**src/rtl/lut_pkg.sv**
```systemverilog
// Shared definitions for the configurable LUT block.
// Holds the upper bound on LUT inputs, the configuration FSM state type
// and a helper that converts an input count into a truth-table width.
package lut_pkg;

  localparam int unsigned K_MAX = 6;

  typedef enum logic [1:0] {
    ST_IDLE   = 2'd0,
    ST_SHIFT  = 2'd1,
    ST_COMMIT = 2'd2
  } lut_state_e;

  function automatic int unsigned tbl_bits(input int unsigned k);
    return 32'd1 << k;
  endfunction

endpackage

```
**src/rtl/lut_cfg_shreg.sv**
```systemverilog
// Shadow table shift register and accepted-bit counter for lut_cfg.
// Ports:
//   clk, rst   - clock, synchronous active-high reset (clears shadow and count)
//   clr        - discard shadow contents and zero the count
//   shift      - shift bit_in into the shadow LSB and bump the count
//   bit_in     - serial table bit
//   shadow     - 2^K-bit shadow table (first bit shifted in ends up at the MSB)
//   count      - number of bits accepted since the last clear (K+1 bits)
module lut_cfg_shreg #(
  parameter int unsigned K = 6
) (
  input  logic                clk,
  input  logic                rst,
  input  logic                clr,
  input  logic                shift,
  input  logic                bit_in,
  output logic [(1<<K)-1:0]   shadow,
  output logic [K:0]          count
);

  localparam int unsigned N = 1 << K;
  localparam logic [K:0]  ONE = {{K{1'b0}}, 1'b1};

  logic [N-1:0] shadow_q, shadow_d;
  logic [K:0]   count_q, count_d;

  // Clear is applied before the shift so a bit arriving together with a
  // clear becomes the first bit of the fresh load.
  always_comb begin
    shadow_d = shadow_q;
    count_d  = count_q;
    if (clr) begin
      shadow_d = '0;
      count_d  = '0;
    end
    if (shift) begin
      shadow_d = {shadow_d[N-2:0], bit_in};
      count_d  = count_d + ONE;
    end
  end

  always_ff @(posedge clk) begin
    if (rst) begin
      shadow_q <= '0;
      count_q  <= '0;
    end else begin
      shadow_q <= shadow_d;
      count_q  <= count_d;
    end
  end

  assign shadow = shadow_q;
  assign count  = count_q;

endmodule

```
**src/rtl/lut_cfg.sv**
```systemverilog
// Runtime-reconfigurable K-input LUT with a serially loaded shadow table.
// Ports:
//   clk, rst   - clock, synchronous active-high reset
//   i_in       - LUT select inputs, bit 0 is the table index LSB
//   cfg_start  - begin (or restart) a table reload
//   cfg_valid  - cfg_bit is valid this cycle
//   cfg_bit    - serial table bit, highest index first
//   cfg_ready  - bits are being accepted this cycle
//   cfg_done   - one-cycle pulse after a new table has been committed
//   o6         - TBL[i_in]
//   o5         - TBL[{0, i_in[K-2:0]}] (lower half table)
module lut_cfg
  import lut_pkg::*;
#(
  parameter int unsigned       K       = 6,
  parameter logic [(1<<K)-1:0] INIT    = '0,
  parameter bit                OUT_REG = 1'b1
) (
  input  logic         clk,
  input  logic         rst,
  input  logic [K-1:0] i_in,
  input  logic         cfg_start,
  input  logic         cfg_valid,
  input  logic         cfg_bit,
  output logic         cfg_ready,
  output logic         cfg_done,
  output logic         o6,
  output logic         o5
);

  localparam int unsigned N        = tbl_bits(K);
  localparam logic [K:0]  LAST_CNT = {1'b0, {K{1'b1}}};

  if (K < 2 || K > K_MAX) begin : g_bad_k
    $error("lut_cfg: K out of range");
  end

  lut_state_e   state_q, state_d;
  logic [N-1:0] tbl_q, tbl_d;
  logic         cfg_ready_q, cfg_ready_d;
  logic         cfg_done_q, cfg_done_d;

  logic         sh_clr, sh_shift;
  logic [N-1:0] sh_shadow;
  logic [K:0]   sh_count;

  lut_cfg_shreg #(.K(K)) u_shreg (
    .clk    (clk),
    .rst    (rst),
    .clr    (sh_clr),
    .shift  (sh_shift),
    .bit_in (cfg_bit),
    .shadow (sh_shadow),
    .count  (sh_count)
  );

  // cfg_ready/cfg_done are registered, so they are computed for the state
  // being entered rather than the current one.
  always_comb begin
    state_d     = state_q;
    tbl_d       = tbl_q;
    cfg_ready_d = 1'b0;
    cfg_done_d  = 1'b0;
    sh_clr      = 1'b0;
    sh_shift    = 1'b0;
    unique case (state_q)
      ST_IDLE: begin
        if (cfg_start) begin
          sh_clr      = 1'b1;
          state_d     = ST_SHIFT;
          cfg_ready_d = 1'b1;
        end
      end
      ST_SHIFT: begin
        sh_clr      = cfg_start;
        sh_shift    = cfg_valid;
        cfg_ready_d = 1'b1;
        // A restart with a bit in the same cycle only ever holds one bit.
        if (cfg_valid && !cfg_start && sh_count == LAST_CNT) begin
          state_d     = ST_COMMIT;
          cfg_ready_d = 1'b0;
        end
      end
      ST_COMMIT: begin
        tbl_d      = sh_shadow;
        cfg_done_d = 1'b1;
        state_d    = ST_IDLE;
      end
      default: state_d = ST_IDLE;
    endcase
  end

  always_ff @(posedge clk) begin
    if (rst) begin
      state_q     <= ST_IDLE;
      tbl_q       <= INIT;
      cfg_ready_q <= 1'b0;
      cfg_done_q  <= 1'b0;
    end else begin
      state_q     <= state_d;
      tbl_q       <= tbl_d;
      cfg_ready_q <= cfg_ready_d;
      cfg_done_q  <= cfg_done_d;
    end
  end

  assign cfg_ready = cfg_ready_q;
  assign cfg_done  = cfg_done_q;

  if (OUT_REG) begin : g_reg
    logic o6_q, o6_d, o5_q, o5_d;

    always_comb begin
      o6_d = tbl_q[i_in];
      o5_d = tbl_q[{1'b0, i_in[K-2:0]}];
    end

    always_ff @(posedge clk) begin
      if (rst) begin
        o6_q <= 1'b0;
        o5_q <= 1'b0;
      end else begin
        o6_q <= o6_d;
        o5_q <= o5_d;
      end
    end

    assign o6 = o6_q;
    assign o5 = o5_q;
  end else begin : g_comb
    assign o6 = tbl_q[i_in];
    assign o5 = tbl_q[{1'b0, i_in[K-2:0]}];
  end

endmodule

```
**config.mk**
```make
export PLATFORM = sky130hd
export DESIGN_NAME = lut_cfg
export DESIGN_NICKNAME = d
export VERILOG_FILES = /design/src/rtl/lut_pkg.sv /design/src/rtl/lut_cfg_shreg.sv /design/src/rtl/lut_cfg.sv
export SDC_FILE = /design/constraint.sdc
export NUM_CORES = 1
export LEC_CHECK = 0
export CORE_MARGIN = 8
export CORE_UTILIZATION = 30
export CTS_BUF_LIST = sky130_fd_sc_hd__clkbuf_16
export DETAILED_ROUTE_END_ITERATION = 10
export PLACE_DENSITY = 0.46
export SLEW_MARGIN = 25
export SYNTH_ARGS = -nofsm -noshare
export SYNTH_HDL_FRONTEND = slang
export SYNTH_SLANG_ARGS = --single-unit
```
**constraint.sdc**
```tcl
create_clock -name clk -period 4.85 [get_ports clk]
set_input_delay 0.97 -clock clk [delete_from_list [all_inputs] [get_ports clk]]
set_output_delay 0.97 -clock clk [all_outputs]
set_load 0.01 [all_outputs]
```
==> results.toml <==
[timing]
fin_ws_ns = 2.20
rsz0062_at_grt = "false"
finalSetupTns_ns = 0
slew_viol_final = 0
final_hold_viol_count = 0
fin_skew_ns = 0.00905
slew_headroom_pct = 38.7
setup_viol = 0
hold_slack_ns = 0.450
min_period_over_period_pct = 54.7
min_period_ns = 2.65
max_slew.worst_pin.slew_ns = 0.917
fmax_ghz = 0.377

[clock_tree]
clockBufferDepth = 2
clk_pin_slew_ns = 0.06
cts_tree = "built"
clkLatencyLatePin_ns = 0.42
cts_setup_buffers = 0
htreeDepth = 4
cts.repair.resized = 0
root_buffer = "clkbuf_16"
cts_sinks = 141
cts_buffers = 17
cts_hold_buf = 0

[layout]
fill_cells = 1882
drive_gt1_share_pct = 8.10
final_area_um2 = 6290
final_core_util_pct = 35.0
stdcell_count = 896
synthToLayoutAreaGrowth_pct = 14.7
antenna_cells = 0
final_nets = 667

[logic_synthesis]
ys.flop_type = "dfxtp_1"
synth_edf_count = 0
yosys_register_bits = 141
async_reset_ff_share_pct = 0
synth_top_area_share_pct = 51.5
syn-num-nets = 678
ys_seq_area_share_pct = 51.5
yosys.area.top_type = "dfxtp_1"
ys_types = 41
syn_area_um2 = 5480
postSynthAreaPerCell_um2 = 8.23
synthesis.instances = 666
yosysWarnings = 0
synth_area_leaders = "dfxtp_1, nand2_1, a21oi_1"

[critical_path]
r2r_slack_ns = 2.75
slowest_stage = "mux4_2"
crit_required_ns = 5.15
cp_slowest_stage_delay_ns = 0.54
startpoint_type = "input port"
cpLargestDelayFamily = "buffers and inverters"
crit_fanout = 18
cp.arrival_ns = 2.95
worstPathCellList = "clkdlybuf4s50_1, buf_4, mux4_2, nor2b_4, a2111oi_4, a31o_4, o31ai_2"
timing.critical_path.buf_inv = 2
worstSetupEndpointType = "flop"
crit_type = "input port to flop"

[power_and_ir_drop]
p_total_mw = 2.46
power_density_nw_per_um2 = 390
max-vdd-ir-drop_uv = 226
leakagePower_nw = 1.96

[run]
cap_viol_max_count = 0

[die]
floorplan.rows = 49
die_x_um = 151
dieArea_um2 = 22900
fp.coreArea_um2 = 18000
num_io_pins = 15
start_util_pct = 30.5
die_h_um = 151

[detailed_routing]
drt-initial-drc-count = 198
ant_nets = 0
via_per_inst = 4.83
drc = 0
vias = 4328
wl_per_cell_um = 13.6
finalWirelength_um = 12200
first_pass_iters = 4

[placement]
placedInstanceArea_um2 = 5760
port-buffer-count = 14
gp_congestion = 0.719
dp.cells = 865
dp_slack_ns = 1.38
place_hpwl_um = 7360

[global_route]
grt_max_degree = 75
grt_usage_pct = 11.4
grt-ovfl-total = 0
antenna_found_initial = 0
grt_pass1_vias = 4232
grt_pass1_wl_um = 20700

[run_status]
status = "complete, no violations"

[min_path]
min_path_type = "flop to flop"
[tightest hold or removal path, cell delays in order, from the launching register on]
cell and delay [ns]:
dfxtp_1 0.30, nand2_1 0.05, a21oi_1 0.05
[cells in the final DEF (no fill, tap or decap), drive strengths merged, types with 2 or more instances in the layout]
| master | netlist | routed |
|---|---|---|
| and2 | 2 | 2 |
| clkbuf | 36 | 17 |
| a2111oi | 3 | 3 |
| bufinv | 0 | 2 |
| nor3 | 3 | 3 |
| mux4 | 14 | 14 |
| a21oi | 130 | 130 |
| nor2 | 14 | 14 |
| o31ai | 2 | 2 |
| nor2b | 3 | 3 |
| clkdlybuf4s50 | 0 | 12 |
| nand4 | 3 | 3 |
| buf | 15 | 9 |
| nor4 | 2 | 2 |
| clkinv | 0 | 7 |
| nand2 | 263 | 263 |
| nand2b | 3 | 3 |
| mux2i | 7 | 7 |
| inv | 2 | 6 |
| dfxtp | 141 | 141 |
| nand3 | 5 | 5 |
| xnor2 | 4 | 4 |
[final timing paths]
| path | cells past startpoint | start | endpoint |
|---|---|---|---|
| setup / recovery | 7 | i_in[1] | o6 |
| setup reg to reg | 5 | state_q[0] | u_shreg.shadow[43] |
| hold reg to reg | 2 | tbl_q[28] | tbl_q[28] |
| hold / removal | 2 | tbl_q[28] | tbl_q[28] |
[area by class of cell]
class | count | area [um2] | area share, %
repair buffers | 21 | 183 | 2.90
inverters | 2 | 7.51 | 0.119
multi-input cells | 472 | 2450 | 39.0
clock buffers | 17 | 425 | 6.76
flip-flops and latches | 141 | 2820 | 44.9
well taps | 229 | 287 | 4.55
clock inverters | 14 | 114 | 1.81
[sequential cells by signal, summed over array words and instances, names as in the netlist]
name and count:
o5 1, state_q 2, cfg_done 1, tbl_q 64, u_shreg.shadow 64, cfg_ready 1
o6 1, u_shreg.count 7
[power by group]
part           internal, mW  switching, mW  total (mW)  leakage, nW
registers              1.16        0.00255        1.16         1.14
clock network         0.735          0.471        1.21        0.280
logic                0.0260         0.0605      0.0865        0.543
total                  1.92          0.534        2.46         1.96
[Yosys cell counts (4+ instances only)]
master	number
mux4_2	12
buf_1	7
a21oi_1	130
mux2i_1	7
nand3_1	5
nor2_1	14
buf_2	5
clkbuf_1	36
dfxtp_1	141
xnor2_1	4
nand2_1	263
[kinds of logic (layout without fill, tap and decap cells)]
logic type | Yosys count | after routing | share of synthesized area (%)
adders and majority gates | 1 | 1 | 0.228
and+or+nand+nor | 303 | 303 | 22.0
muxes | 21 | 21 | 7.17
DFF | 141 | 141 | 51.5
xor gates and xnor gates | 5 | 5 | 0.799
buffers and inverters | 53 | 54 | 4.15
AOI/OAI and AO/OA | 142 | 142 | 14.2
[routing by layer]
metal	global-route usage, %	vias up	routed length [um]	share of wire [%]
li1	-	2191	-	-
met1	14.6	2078	6120	50
met2	17.8	47	5460	45
met3	3.67	12	457	3.7
met4	4.01	0	156	1.3
met5	0	-	0	0
Power figures use the tool's default switching activity.
